<file path="src/rtl/core_if_fetch_q.sv">
// Instruction fetch queue: records fetch PCs in order, pairs them with in-order
// L1I responses and hands complete instructions to decode; kills flush and drop stale responses.
module core_if_fetch_q #(
  parameter int DEPTH = 4
) (
  input  logic                     clk,
  input  logic                     rst,
  input  logic                     if_val,
  input  logic [31:0]              if_pc,
  input  logic [31:0]              if_pc_4,
  output logic                     if_stop,
  input  logic                     l1i_ack,
  input  logic [31:0]              l1i_data,
  input  logic                     id_kill,
  output logic                     id_val,
  input  logic                     id_rdy,
  output logic [31:0]              id_instr,
  output logic [31:0]              id_pc,
  output logic [31:0]              id_pc_4,
  output logic [$clog2(DEPTH):0]   id_cnt,
  output logic                     err
);

  localparam int AW = $clog2(DEPTH);
  localparam logic [AW-1:0] PTR_ONE  = AW'(1);
  localparam logic [AW:0]   CNT_ONE  = (AW+1)'(1);
  localparam logic [AW+1:0] FULL_LVL = (AW+2)'(DEPTH);

  typedef enum logic [1:0] {
    EMPTY = 2'd0,
    WAIT  = 2'd1,
    READY = 2'd2
  } ent_state_e;

  ent_state_e    st_q    [DEPTH];
  logic [31:0]   pc_q    [DEPTH];
  logic [31:0]   pc4_q   [DEPTH];
  logic [31:0]   instr_q [DEPTH];

  logic [AW-1:0] wr_ptr, rsp_ptr, rd_ptr;
  logic [AW:0]   drop_cnt, cnt_q;

  logic          alloc, pop, ack_drop, ack_fill, ack_spur, ack_used;
  logic [AW:0]   nwait;
  logic [AW+1:0] occ;

  // Outstanding requests (live entries plus responses owed to killed ones) bound the stop.
  assign occ     = {1'b0, cnt_q} + {1'b0, drop_cnt};
  assign if_stop = (occ >= FULL_LVL);

  assign id_val   = (st_q[rd_ptr] == READY);
  assign id_instr = instr_q[rd_ptr];
  assign id_pc    = pc_q[rd_ptr];
  assign id_pc_4  = pc4_q[rd_ptr];
  assign id_cnt   = cnt_q;

  assign alloc    = if_val & ~if_stop & ~id_kill;
  assign pop      = id_val & id_rdy & ~id_kill;
  assign ack_drop = l1i_ack & (drop_cnt != '0);
  assign ack_fill = l1i_ack & (drop_cnt == '0) & (st_q[rsp_ptr] == WAIT);
  assign ack_spur = l1i_ack & (drop_cnt == '0) & (st_q[rsp_ptr] != WAIT);
  assign ack_used = l1i_ack & ~ack_spur;

  always_comb begin
    nwait = '0;
    for (int i = 0; i < DEPTH; i++) begin
      if (st_q[i] == WAIT) nwait = nwait + CNT_ONE;
    end
  end

  // NOTE: sequential state uses non-blocking assignments so every update reads pre-edge values.
  always_ff @(posedge clk) begin
    if (rst) begin
      // NOTE: the entry array is reset because its defined reset state is EMPTY with zero data.
      for (int i = 0; i < DEPTH; i++) begin
        st_q[i]    <= EMPTY;
        pc_q[i]    <= '0;
        pc4_q[i]   <= '0;
        instr_q[i] <= '0;
      end
      wr_ptr   <= '0;
      rsp_ptr  <= '0;
      rd_ptr   <= '0;
      drop_cnt <= '0;
      cnt_q    <= '0;
      err      <= 1'b0;
    end else begin
      if (ack_spur || (if_val && if_stop)) err <= 1'b1;

      if (id_kill) begin
        for (int i = 0; i < DEPTH; i++) st_q[i] <= EMPTY;
        wr_ptr   <= '0;
        rsp_ptr  <= '0;
        rd_ptr   <= '0;
        cnt_q    <= '0;
        // Every WAIT entry now owes a response to drop, minus one arriving this cycle.
        drop_cnt <= drop_cnt + nwait - (ack_used ? CNT_ONE : '0);
      end else begin
        if (alloc) begin
          st_q[wr_ptr]  <= WAIT;
          pc_q[wr_ptr]  <= if_pc;
          pc4_q[wr_ptr] <= if_pc_4;
          wr_ptr        <= wr_ptr + PTR_ONE;
        end
        if (ack_drop) drop_cnt <= drop_cnt - CNT_ONE;
        if (ack_fill) begin
          st_q[rsp_ptr]    <= READY;
          instr_q[rsp_ptr] <= l1i_data;
          rsp_ptr          <= rsp_ptr + PTR_ONE;
        end
        if (pop) begin
          st_q[rd_ptr] <= EMPTY;
          rd_ptr       <= rd_ptr + PTR_ONE;
        end
        case ({alloc, pop})
          2'b10:   cnt_q <= cnt_q + CNT_ONE;
          2'b01:   cnt_q <= cnt_q - CNT_ONE;
          default: cnt_q <= cnt_q;
        endcase
      end
    end
  end

endmodule

</file>
<file path="config.mk">
export PLATFORM = sky130hd
export DESIGN_NAME = core_if_fetch_q
export DESIGN_NICKNAME = d
export VERILOG_FILES = /design/src/rtl/core_if_fetch_q.sv
export SDC_FILE = /design/constraint.sdc
export NUM_CORES = 1
export LEC_CHECK = 0
export BUFFER_PORTS_ARGS = -buffer_cell sky130_fd_sc_hd__buf_4
export CORE_ASPECT_RATIO = 1.4
export CORE_MARGIN = 3
export CORE_UTILIZATION = 45
export CTS_BUF_LIST = sky130_fd_sc_hd__clkbuf_2
export DETAILED_ROUTE_END_ITERATION = 8
export GPL_ROUTABILITY_DRIVEN = 0
export GPL_TIMING_DRIVEN = 0
export PLACE_DENSITY = 0.72
export SLEW_MARGIN = 20
export SYNTH_ARGS = -nofsm -noshare
export SYNTH_HDL_FRONTEND = slang
export SYNTH_SLANG_ARGS = --single-unit
</file>
<file path="constraint.sdc">
create_clock -name clk -period 17.3 [get_ports clk]
set_clock_uncertainty 0.1 [all_clocks]
set_input_delay 4.325 -clock clk [delete_from_list [all_inputs] [get_ports clk]]
set_output_delay 4.325 -clock clk [all_outputs]
set_load 0.05 [all_outputs]
</file>
* Word-level counts from Yosys, hierarchy flattened
Memory sizes are Yosys's and may differ from the RTL's. A register that Yosys moved wholly into a read port is not among the register bits.
Cells that the tools add are included.
** Storage, ports and cells
- Flip-flop bits (word level) :: 13
- RAM bits :: 392
- Output and inout bits :: 102
- Memories kept :: 4
** Cells by class
- $add $sub $neg :: 12
- Magnitude comparators :: 1
- Equality and inequality tests :: 9
- Multiplexer cells :: 57
- Bitwise logic cells :: 16
- Reduce and logical (&&, ||, !) cells :: 13
** Memory list
- instr_q :: depth 4, bits a word 32, read ports 1, clocked after memory_dff 1, wr ports 4, RTL line 38 : logic [31:0] instr_q [DEPTH];
- pc4_q :: depth 4, bits a word 32, read ports 1, clocked after memory_dff 1, wr ports 4, RTL line 37 : logic [31:0] pc4_q [DEPTH];
- pc_q :: depth 4, bits a word 32, read ports 1, clocked after memory_dff 1, wr ports 4, RTL line 36 : logic [31:0] pc_q [DEPTH];
- st_q :: depth 4, bits a word 2, read ports 6, clocked after memory_dff 2, wr ports 4, RTL line 35 : ent_state_e st_q [DEPTH];
** Operators with widths (number)
- two-way mux 32 bit :: 3
- OR reduction 32 bit :: 3
- two-way mux 2 bit :: 23
- two-way mux 1 bit :: 25
- two-way mux 3 bit :: 5
- adder 3 x 1 -> 3 bit, second input constant :: 4
- equality test 2 x 1 -> 1 bit, second input constant :: 6
- bitwise AND 1 bit :: 9
- OR reduction 2 bit :: 4
- adder 2 x 1 -> 2 bit, second input constant :: 3
- one-hot mux 3 bit (2 select lines) :: 1
- subtractor 3 x 1 -> 3 bit, second input constant :: 2
- adder 3 x 3 -> 4 bit :: 1
- equality test 2 bit, second input constant :: 2
- greater-or-equal comparator 4 x 3 -> 1 bit, second input constant :: 1
- OR 1 bit :: 4
- nonzero test 2 bit :: 2
- adder 3 bit :: 1
- zero test 3 bit :: 1
- NOT 1 bit :: 3
- nonzero test 3 bit :: 1
- subtractor 3 x 1 -> 3 bit :: 1
- inequality test 2 x 1 -> 1 bit, second input constant :: 1
- logical AND 1 bit :: 1
- logical OR 1 bit :: 1

* Depth between registers and ports, before layout
Gate-level depths: netlist (run 1).
An unclocked memory read counts as a cell.
- Word-level depth :: 12
- Mapped depth :: 13
- Mapped depth without buffers :: 13

* Worst setup path after synthesis (run 1)
Ideal clock, no wire load.
- Path type :: input to register
- From :: in id_kill
- To :: mem pc4_q[3][0] (enable)
- Library setup time :: 581 ps
- Data arrival time :: 9510 ps
- Data required time :: 16619 ps
- Setup slack :: 7109 ps
- Cell stages on the path :: 4
- Cell sequence :: clkbuf_1 -> inv_1 -> nand4_1 -> o31ai_1
** RTL lines
- start: declaration :: RTL line 14 : input logic id_kill,
- end: declaration :: RTL line 37

==> results by group, run 1 <==
Outcome
  • Status: finished, final reports clean

Timing
  • Unrepaired setup endpoints after global routing: no
  • Highest clock rate: between 100 and 150 MHz
  • Crit path time final: 8.06 ns
  • Worst slew pin tran: between 0.8 and 0.9 ns
  • Final Setup Violations: 0
  • Hold Fails Final Rpt: 0
  • TNS Setup: 0 ns
  • Final hold slack: 0.435 ns
  • Final Max Slew Viols: 0
  • Post-route worst setup slack: 9.24 ns
  • Period utilization: 0.466
  • Slew HR: 0.420

CTS
  • Number of CTS-inserted buffers: 96
  • Worst-Skew Late Latency: 0.96 ns
  • Clk root buf: clkbuf_2
  • Post-cts resize count: 0
  • Bufs on Longest Clock Path: 3
  • Buffer count from post-CTS setup fixing: 0
  • Clk pin slew, worst setup/hold paths: roughly 0.1 ns
  • Clock Sinks: 409
  • H-tree depth: 3
  • CTS tree: done
  • Cts hold-fix bufs: 0

Drt
  • Vias per cell: 5.21
  • Initial DRC Count: 706
  • Final ANT Viol Nets: 0
  • Total number of vias: approximately 11k
  • Router iterations before antenna repair: 5
  • DRC: 0
  • Routed wire length: around 43000 um
  • Post-DR wirelength/cell: 21.1 um

Placed design
  • DP Area: 20600 um^2
  • Setup WS pre-CTS: 9.67 ns
  • IO buf count: approximately 200
  • DP Wirelength: approximately 29000 um

Setup path
  • Setup slack, reg-to-reg: ~14 ns
  • CP startpoint kind: flop
  • Most frequent CP cell: clkbuf_1
  • Crit-path max cell delay: between 0.6 and 0.7 ns
  • CP Buf/Inv Count: 4
  • Required @ worst endpoint: 12.88 ns
  • Crit-path max FO: 10
  • Crit path kind: flop to primary output
  • CP Depth: 5
  • CP delay by family, top: buffers and inverters
  • CP Cell Sequence: clkbuf_1 -> clkbuf_1 -> buf_1 -> mux4_2 -> buf_4
  • Critical path capture point type: primary output
  • Reg-to-Reg Start: drop_cnt[2]
  • CP max-delay cell: clkbuf_1
  • Worst reg2reg path depth: 7
  • Data arrival, critical path: 3.63 ns
  • Reg-to-Reg End: pc4_q[0][23]

Final layout
  • Fillers: 3337
  • Commonest non-fill, non-tap cell in the layout: edfxtp_1
  • Area Growth Syn to Fin: 18.0%
  • Fin area: 21500 um^2
  • Share of layout cells above drive strength 1: 0.335
  • Multi-input logic area: 5750 um^2
  • Sequential cell area: between 10000 and 15000 um^2
  • Commonest non-fill, non-tap cells in the layout: 384 x edfxtp_1, 321 x and2_1, 205 x buf_4
  • Nets: between 1.5k and 2k

Job
  • Max-cap violations: 0

GRT
  • First-pass GRT wire length: 66000 um
  • GR Overflow Total: 0
  • Initial antenna violation count: 5
  • Number of global-route vias before repair: 11.7k
  • Largest net degree at the start of global routing: 43
  • Total GRT Usage: 0.204

Floorplanning
  • Die W: 176 um
  • Ports: 204
  • FP Rows: 86
  • Core ar.: between 30000 and 40000 um^2
  • Initial Utilization: 0.458
  • Die Area: 42900 um^2
  • DIE HEIGHT: around 240 um

Worst hold path
  • Hold path depth: 2
  • Worst min-delay path class: flop to flop
  • Worst Hold Endpoint: id_cnt[2]
  • Hold path startpoint: id_cnt[2]

Power and ir drop
  • Lkg Pwr: 8.43 nW
  • Post-layout total power: 1.94 mW
  • Peak supply drop: 0.0592 mV
  • Cell Pwr Density: 90.4 nW/um^2

Synthesis
  • Synth Area per Inst: between 15 and 20 um^2
  • Mapped Nets: between 1k and 1.5k
  • Synth cell types: 42
  • Top FF cell, synth: edfxtp_1
  • Synth Cell Area: roughly 18000 um^2
  • Synth warn: 0
  • Share of flip-flops with an asynchronous set or reset: 0
  • Flops & latches, synth: 409
  • Post-Synthesis Cells: 1126
  • Sequential area share after synthesis: 0.661
  • EDFF count, synth: 384
logic make-up after synthesis:
group           after synthesis  share of synthesized area
compound gates               40                     0.0138
xor+xnor                      9                    0.00509
fa+ha+maj                    24                     0.0173
buf+inv                      94                     0.0245
flops                       409                      0.661
mux                         100                      0.122
simple gates                450                      0.156
registers in the layout, indices dropped and copies added (netlist names), named ones only:
| register | flops |
|---|---|
| drop_cnt | 3 |
| err | 1 |
| id_cnt | 3 |
| instr_q | 128 |
| pc4_q | 128 |
| pc_q | 128 |
| rd_ptr | 2 |
| rsp_ptr | 2 |
| st_q | 8 |
| wr_ptr | 2 |
cell type report:
class / count / area share
tap: 528 / 0.0308
multi-input combinational: 623 / 0.268
sequential: 409 / 0.560
antenna: 6 / 0.000699
clock buffer: 143 / 0.0333
clock inverter: 25 / 0.00472
timing repair buffer: 219 / 0.0816
buffer: 74 / 0.0173
inverter: 20 / 0.00350
per-layer routing:
metal	wire [um]	track usage	up-vias	share of wire
li1	-	-	4898	-
met1	15800	0.231	5311	0.36
met2	22700	0.357	394	0.53
met3	3720	0.0688	67	0.086
met4	1010	0.0734	2	0.023
met5	17	0	-	0.00039
metrics by stage:
step / instances / util
after floorplan: 1126 / -
after global placement: 1856 / 0.513
after detailed placement: 1873 / 0.520
after CTS: 2041 / 0.540
after global routing: 2045 / 0.541
final: 2047 / 0.541
how the worst max path moves through the flow:
stage	startpoint	end
2_1_floorplan	id_kill	pc4_q[3][0]
3_3_place_gp	id_kill	pc_q[3][6]
3_5_place_dp	id_kill	pc4_q[2][11]
4_1_cts	flop	id_instr[27]
5_1_grt	flop	id_pc[11]
6_report	flop	id_instr[28]
cells in the mapped netlist (3+ instances only):
master	n	area share
dfxtp_1	25	0.028
ha_1	22	0.015
xor2_1	4	0.0019
nand2_1	12	0.0025
buf_2	15	0.0041
a2111oi_0	4	0.0019
o21ai_1	4	0.0011
buf_1	4	0.00082
nand3_1	3	0.00082
clkbuf_1	45	0.0093
nor3b_1	4	0.0017
nand2b_1	5	0.0017
nor2_1	12	0.0025
a211oi_1	3	0.0012
or2_1	6	0.0021
nor3_1	6	0.0017
a21oi_1	20	0.0055
and3_1	65	0.022
nor4_4	3	0.0035
nand2b_4	4	0.0030
inv_1	19	0.0039
a2bb2oi_1	4	0.0019
xnor2_1	4	0.0019
mux4_2	98	0.12
buf_6	10	0.0062
and2_1	321	0.11
edfxtp_1	384	0.63
worst min-delay path, cell delays in order (launching register included):
cell	delay, ns
dfxtp_1	0.36
o21ai_0	0.08
a21oi_1	0.06
power by group:
| group | total (mW) | internal [mW] | switching (mW) |
|---|---|---|---|
| Combinational | 0.216 | 0.0770 | 0.139 |
| Sequential | 1.14 | 1.12 | 0.0128 |
| Clock | 0.589 | 0.218 | 0.371 |
| Total | 1.94 | 1.42 | 0.523 |
Power figures use the tool's default switching activity.
==> run 2: changes to the inputs <==
==> constraint.sdc (replaced) <==
create_clock -name clk -period 7.7 [get_ports clk]
set_clock_uncertainty 0.1 [all_clocks]
set_input_delay 1.925 -clock clk [delete_from_list [all_inputs] [get_ports clk]]
set_output_delay 1.925 -clock clk [all_outputs]
set_load 0.05 [all_outputs]
==> run 2 against run 1 <==
Effect of this change: first-iteration DRC count fell by 5.7%; die area did not move; non-clock buffer count did not move; largest power group unchanged; cell area rose by 0.16%; power rose by 130%.
==> results by group, run 2 (same netlist as run 1, synthesis figures left out) <==
Floorplanning
  • Ports: 204
  • Die W: 176 um
  • FP Rows: 86
  • DIE HEIGHT: 244 um
  • Die Area: about 43000 um^2
  • Initial Utilization: 0.458
  • Core ar.: 39700 um^2

Final layout
  • Fillers: roughly 3.3k
  • Commonest non-fill, non-tap cell in the layout: edfxtp_1
  • Share of layout cells above drive strength 1: 0.336
  • Commonest non-fill, non-tap cells in the layout: 384 x edfxtp_1, 321 x and2_1, 205 x buf_4
  • Nets: 1568
  • Finished Layout Cells: 2044
  • Area Growth Syn to Fin: 18.2%
  • Largest registers: instr_q x128, pc4_q x128, pc_q x128
  • Final cell utilization of the core: 0.542
  • Multi-input logic area: between 5000 and 6000 um^2
  • Sequential cell area: between 10000 and 15000 um^2

Setup path
  • Crit path kind: flop to primary output
  • Crit-path max FO: 10
  • Critical path capture point type: primary output
  • CP startpoint kind: flop
  • Reg-to-Reg Start: st_q[2][1]
  • Data arrival, critical path: 3.52 ns
  • Required @ worst endpoint: 5.68 ns

GRT
  • First-pass GRT wire length: 64500 um
  • GR Overflow Total: 0
  • Initial antenna violation count: 3
  • Number of global-route vias before repair: 11.7k
  • Largest net degree at the start of global routing: 44
  • Total GRT Usage: 0.197

Drt
  • Router iterations before antenna repair: 5
  • Total number of vias: 10.7k
  • Vias per cell: 5.23
  • Initial DRC Count: 666
  • Routed wire length: 42000 um
  • Final ANT Viol Nets: 0
  • DRC: 0
  • Post-DR wirelength/cell: 20.5 um

Job
  • Max-cap violations: 0

CTS
  • H-tree depth: 3
  • Number of CTS-inserted buffers: 95
  • CTS tree: done
  • Clk pin slew, worst setup/hold paths: 0.10 ns
  • Worst-Skew Late Latency: between 0.9 and 1 ns
  • Cts hold-fix bufs: 0
  • Clk root buf: clkbuf_2
  • Buffer count from post-CTS setup fixing: 0
  • Bufs on Longest Clock Path: 3
  • Clock Sinks: 409
  • Post-cts resize count: 0

Power and ir drop
  • Lkg Pwr: 8.46 nW
  • Sw frac: 0.269
  • Peak supply drop: 0.118 mV
  • Cell Pwr Density: 205 nW/um^2
  • Psw: 1.19 mW
  • Clock power frac: 0.311
  • Seq pwr share: 0.579
  • Int Power: 3.22 mW
  • Post-layout total power: around 4.4 mW
  • Comb power frac: 0.110

Timing
  • Worst slew pin tran: 0.920 ns
  • Hold Fails Final Rpt: 0
  • Final hold slack: 0.423 ns
  • Unrepaired setup endpoints after global routing: no
  • Slew HR: 0.387
  • Final Setup Violations: 0
  • Highest clock rate: 180 MHz
  • Final Max Slew Viols: 0
  • Crit path time final: 5.55 ns
  • Period utilization: 0.721
  • TNS Setup: 0 ns

Placed design
  • Placed insts: 1873
  • IO buf count: 202
  • DP Wirelength: 27800 um

Worst hold path
  • Hold path startpoint: id_cnt[2]
  • Worst min-delay path class: flop to flop

Outcome
  • Status: finished, final reports clean
## run 2: cell types whose count changed in the layout (fill, tap and decap cells not counted), moves of 2 or more
cell and change:
buf_6 +2, buf_12 -2, buf_16 +2, buf_8 -2, clkbuf_2 -3, diode_2 -4
inv_2 +2, clkinv_4 +2
## run 2: power by group through the flow
stage | Clock [mW] | Combinational (mW) | Sequential [mW]
2_1_floorplan | 0 | 0.286 | 2.60
3_3_place_gp | 0 | 0.466 | 2.61
3_5_place_dp | 0 | 0.488 | 2.61
4_1_cts | 1.42 | 0.490 | 2.55
5_1_grt | 1.52 | 0.517 | 2.56
6_report | 1.37 | 0.485 | 2.55
## run 2: cell type report
cell class | instances | share of cell area
Sequential cell | 409 | 0.559
Multi-Input combinational cell | 623 | 0.267
Timing Repair Buffer | 219 | 0.0819
Clock buffer | 140 | 0.0326
Tap cell | 528 | 0.0307
Buffer | 74 | 0.0173
Clock inverter | 29 | 0.00716
Inverter | 20 | 0.00349
Antenna cell | 2 | 0.000233
## run 2: path summary, 6_finish.rpt
check             cells after the start  slack, ns        endpoint
hold reg to reg                       2       0.42       id_cnt[2]
setup / recovery                      5       2.15    id_instr[26]
hold / removal                        2       0.42       id_cnt[2]
setup reg to reg                      9       4.26  instr_q[3][27]
## run 2: routing by layer
layer	routed length, um	track usage	vias up	part of all wire
met5	11	0	-	0.00026
met4	863	0.0662	2	0.021
met3	3050	0.0555	66	0.073
met2	22400	0.352	369	0.53
met1	15600	0.228	5365	0.37
li1	-	-	4893	-
## run 2: stage by stage
stage	area [um^2]	worst slack, ns
floorplan	18200	1.58
global placement	20400	-1.33
detailed placement	20600	2.61
CTS	21500	1.84
global route	21500	1.72
finish	21500	2.15
## run 2: critical path: stages, from the launching register on
cell      delay (ns)
dfxtp_1         0.31
clkbuf_1        0.30
clkbuf_1        0.62
buf_1           0.68
mux4_2          0.43
buf_4           0.21
==> run 3: changes to the inputs <==
--- a/config.mk
+++ b/config.mk
@@ -13,7 +13,7 @@
 export DETAILED_ROUTE_END_ITERATION = 8
 export GPL_ROUTABILITY_DRIVEN = 0
 export GPL_TIMING_DRIVEN = 0
-export PLACE_DENSITY = 0.72
+export PLACE_DENSITY = 0.74
 export SLEW_MARGIN = 20
 export SYNTH_ARGS = -nofsm -noshare
 export SYNTH_HDL_FRONTEND = slang
==> constraint.sdc (replaced) <==
create_clock -name clk -period 4.86 [get_ports clk]
set_clock_uncertainty 0.1 [all_clocks]
set_input_delay 1.215 -clock clk [delete_from_list [all_inputs] [get_ports clk]]
set_output_delay 1.215 -clock clk [all_outputs]
set_load 0.05 [all_outputs]
==> run 3 against run 2 <==
Effect of this change: first-iteration DRC count up 9.3%; combinational power increased by 58%; register-to-register slack worse by 2.7 ns; wire length shrank 1.4%; hold slack got worse by 0.018 ns; critical path type unchanged; largest power group unchanged.
==> results by group, run 3 (same netlist as run 1, synthesis figures left out) <==
Power and ir drop
  • Psw: 1.87 mW
  • Clock power frac: 0.315
  • Comb power frac: 0.109
  • Sw frac: 0.267
  • Cell Pwr Density: 325 nW/um^2
  • Seq pwr share: 0.576
  • Lkg Pwr: 8.48 nW
  • Int Power: 5.14 mW
  • Peak supply drop: between 0.2 and 0.25 mV
  • Post-layout total power: between 7 and 8 mW

Setup path
  • Required @ worst endpoint: 3.54 ns
  • Crit path kind: flop to primary output
  • Worst reg2reg path depth: 13
  • Reg-to-Reg End: drop_cnt[2]
  • Setup slack, reg-to-reg: between 1.5 and 2 ns
  • Data arrival, critical path: 3.26 ns
  • Reg-to-Reg Start: st_q[2][0]
  • Crit-path max FO: 10
  • Critical path capture point type: primary output
  • CP startpoint kind: flop

Timing
  • Hold Fails Final Rpt: 0
  • Final hold slack: 0.405 ns
  • Period utilization: 0.940
  • Highest clock rate: 219 MHz
  • Slew HR: 0.422
  • Final Max Slew Viols: 0
  • Final Setup Violations: 0
  • Worst slew pin tran: 0.863 ns
  • Crit path time final: approximately 4.6 ns
  • Unrepaired setup endpoints after global routing: no

CTS
  • CTS tree: done
  • Worst-Skew Late Latency: ~0.99 ns
  • Cts hold-fix bufs: 0
  • Bufs on Longest Clock Path: 3
  • Buffer count from post-CTS setup fixing: 0
  • Number of CTS-inserted buffers: 95
  • Clk pin slew, worst setup/hold paths: between 0.1 and 0.15 ns
  • H-tree depth: 3
  • Clock Sinks: just over 400
  • Clk root buf: clkbuf_2

Job
  • Max-cap violations: 0

Placed design
  • DP Area: approximately 21000 um^2
  • Placed insts: 1871
  • DP Wirelength: between 20000 and 30000 um
  • IO buf count: approximately 200

Worst hold path
  • Hold path startpoint: l1i_data[26]
  • Worst min-delay path class: primary input to flop
  • Hold path depth: 2
  • Worst Hold Endpoint: instr_q[3][26]

GRT
  • Initial antenna violation count: 10
  • GR Overflow Total: 0
  • Number of global-route vias before repair: 11.6k
  • Total GRT Usage: 0.194
  • First-pass GRT wire length: ~63000 um
  • Largest net degree at the start of global routing: 42

Final layout
  • Finished Layout Cells: 2052
  • Nets: 1566
  • Commonest non-fill, non-tap cell in the layout: edfxtp_1
  • Fin area: about 22000 um^2
  • Largest registers: instr_q x128, pc4_q x128, pc_q x128
  • Commonest non-fill, non-tap cells in the layout: 384 x edfxtp_1, 321 x and2_1, 206 x buf_4
  • Area Growth Syn to Fin: 18.6%
  • Share of layout cells above drive strength 1: 0.335

Drt
  • Routed wire length: approximately 41000 um
  • Final ANT Viol Nets: 0
  • Router iterations before antenna repair: 7
  • Vias per cell: approximately 5.2
  • Post-DR wirelength/cell: 20.2 um
  • Initial DRC Count: 728
  • Total number of vias: 10.6k
  • DRC: 0

Floorplanning
  • Die Area: 42900 um^2
  • Die W: 176 um
  • Initial Utilization: 0.458
  • Core ar.: 39700 um^2
  • DIE HEIGHT: 244 um
  • FP Rows: 86
  • Ports: 204

Outcome
  • Status: finished, final reports clean
run 3: cell types whose count changed in the layout (fill, tap and decap cells not counted), moves of 3 or more:
| cell | change |
|---|---|
| buf_1 | -3 |
| buf_2 | -5 |
| clkinv_1 | +7 |
| clkinv_2 | +3 |
| diode_2 | +6 |
run 3: timing repair:
item | 4_1_cts | 5_1_grt
gates resized for setup | 5 | 2
hold endpoints to repair | 0 | 0
setup endpoints to repair | 40 | 20
run 3: layer usage:
metal / track usage / part of all wire / routed length, um / vias up
li1: - / - / - / 4920
met1: 0.210 / 0.35 / 14700 / 5287
met2: 0.348 / 0.54 / 22400 / 337
met3: 0.0531 / 0.066 / 2740 / 95
met4: 0.0951 / 0.036 / 1470 / 4
met5: 0 / 0.00034 / 14 / -
run 3: how the worst max path moves through the flow:
stage                      to  cells after the start
6_report         id_instr[25]                      5
5_1_grt          id_instr[26]                      5
4_1_cts            id_pc_4[8]                      5
3_5_place_dp   instr_q[2][16]                      6
3_3_place_gp      pc_q[1][28]                      6
2_1_floorplan     pc4_q[2][0]                      6
run 3: worst max-delay path: stages (launching register included):
cell             delay [ns]
dfxtp_1                0.32
clkbuf_1               0.38
clkbuf_2               0.42
clkdlybuf4s15_2        0.51
mux4_2                 0.42
buf_4                  0.22
run 3: through the flow:
stage	TNS, ns	util	setup WS (ns)
floorplan	0	-	0.687
global placement	-316.03	0.514	-1.32
detailed placement	0	0.520	0.436
CTS	0	0.543	0.0674
global route	0	0.544	0.0119
finish	0	0.544	0.289
run 3: area by class of cell:
type	count	area (um^2)
clock buffers	135	676
flip-flops and latches	409	12000
repair buffers	217	1760
plain buffers	74	388
diodes	8	20.0
multi-input cells	623	5760
well taps	528	661
fillers	3297	18100
inverters	20	75.1
clock inverters	38	216
run 3: power by group through the flow:
stage | logic [mW] | clock network [mW] | registers [mW]
2_1_floorplan | 0.455 | 0 | 4.12
4_1_cts | 0.776 | 2.28 | 4.05
3_5_place_dp | 0.773 | 0 | 4.13
6_report | 0.767 | 2.21 | 4.04
3_3_place_gp | 0.736 | 0 | 4.13
5_1_grt | 0.820 | 2.46 | 4.06
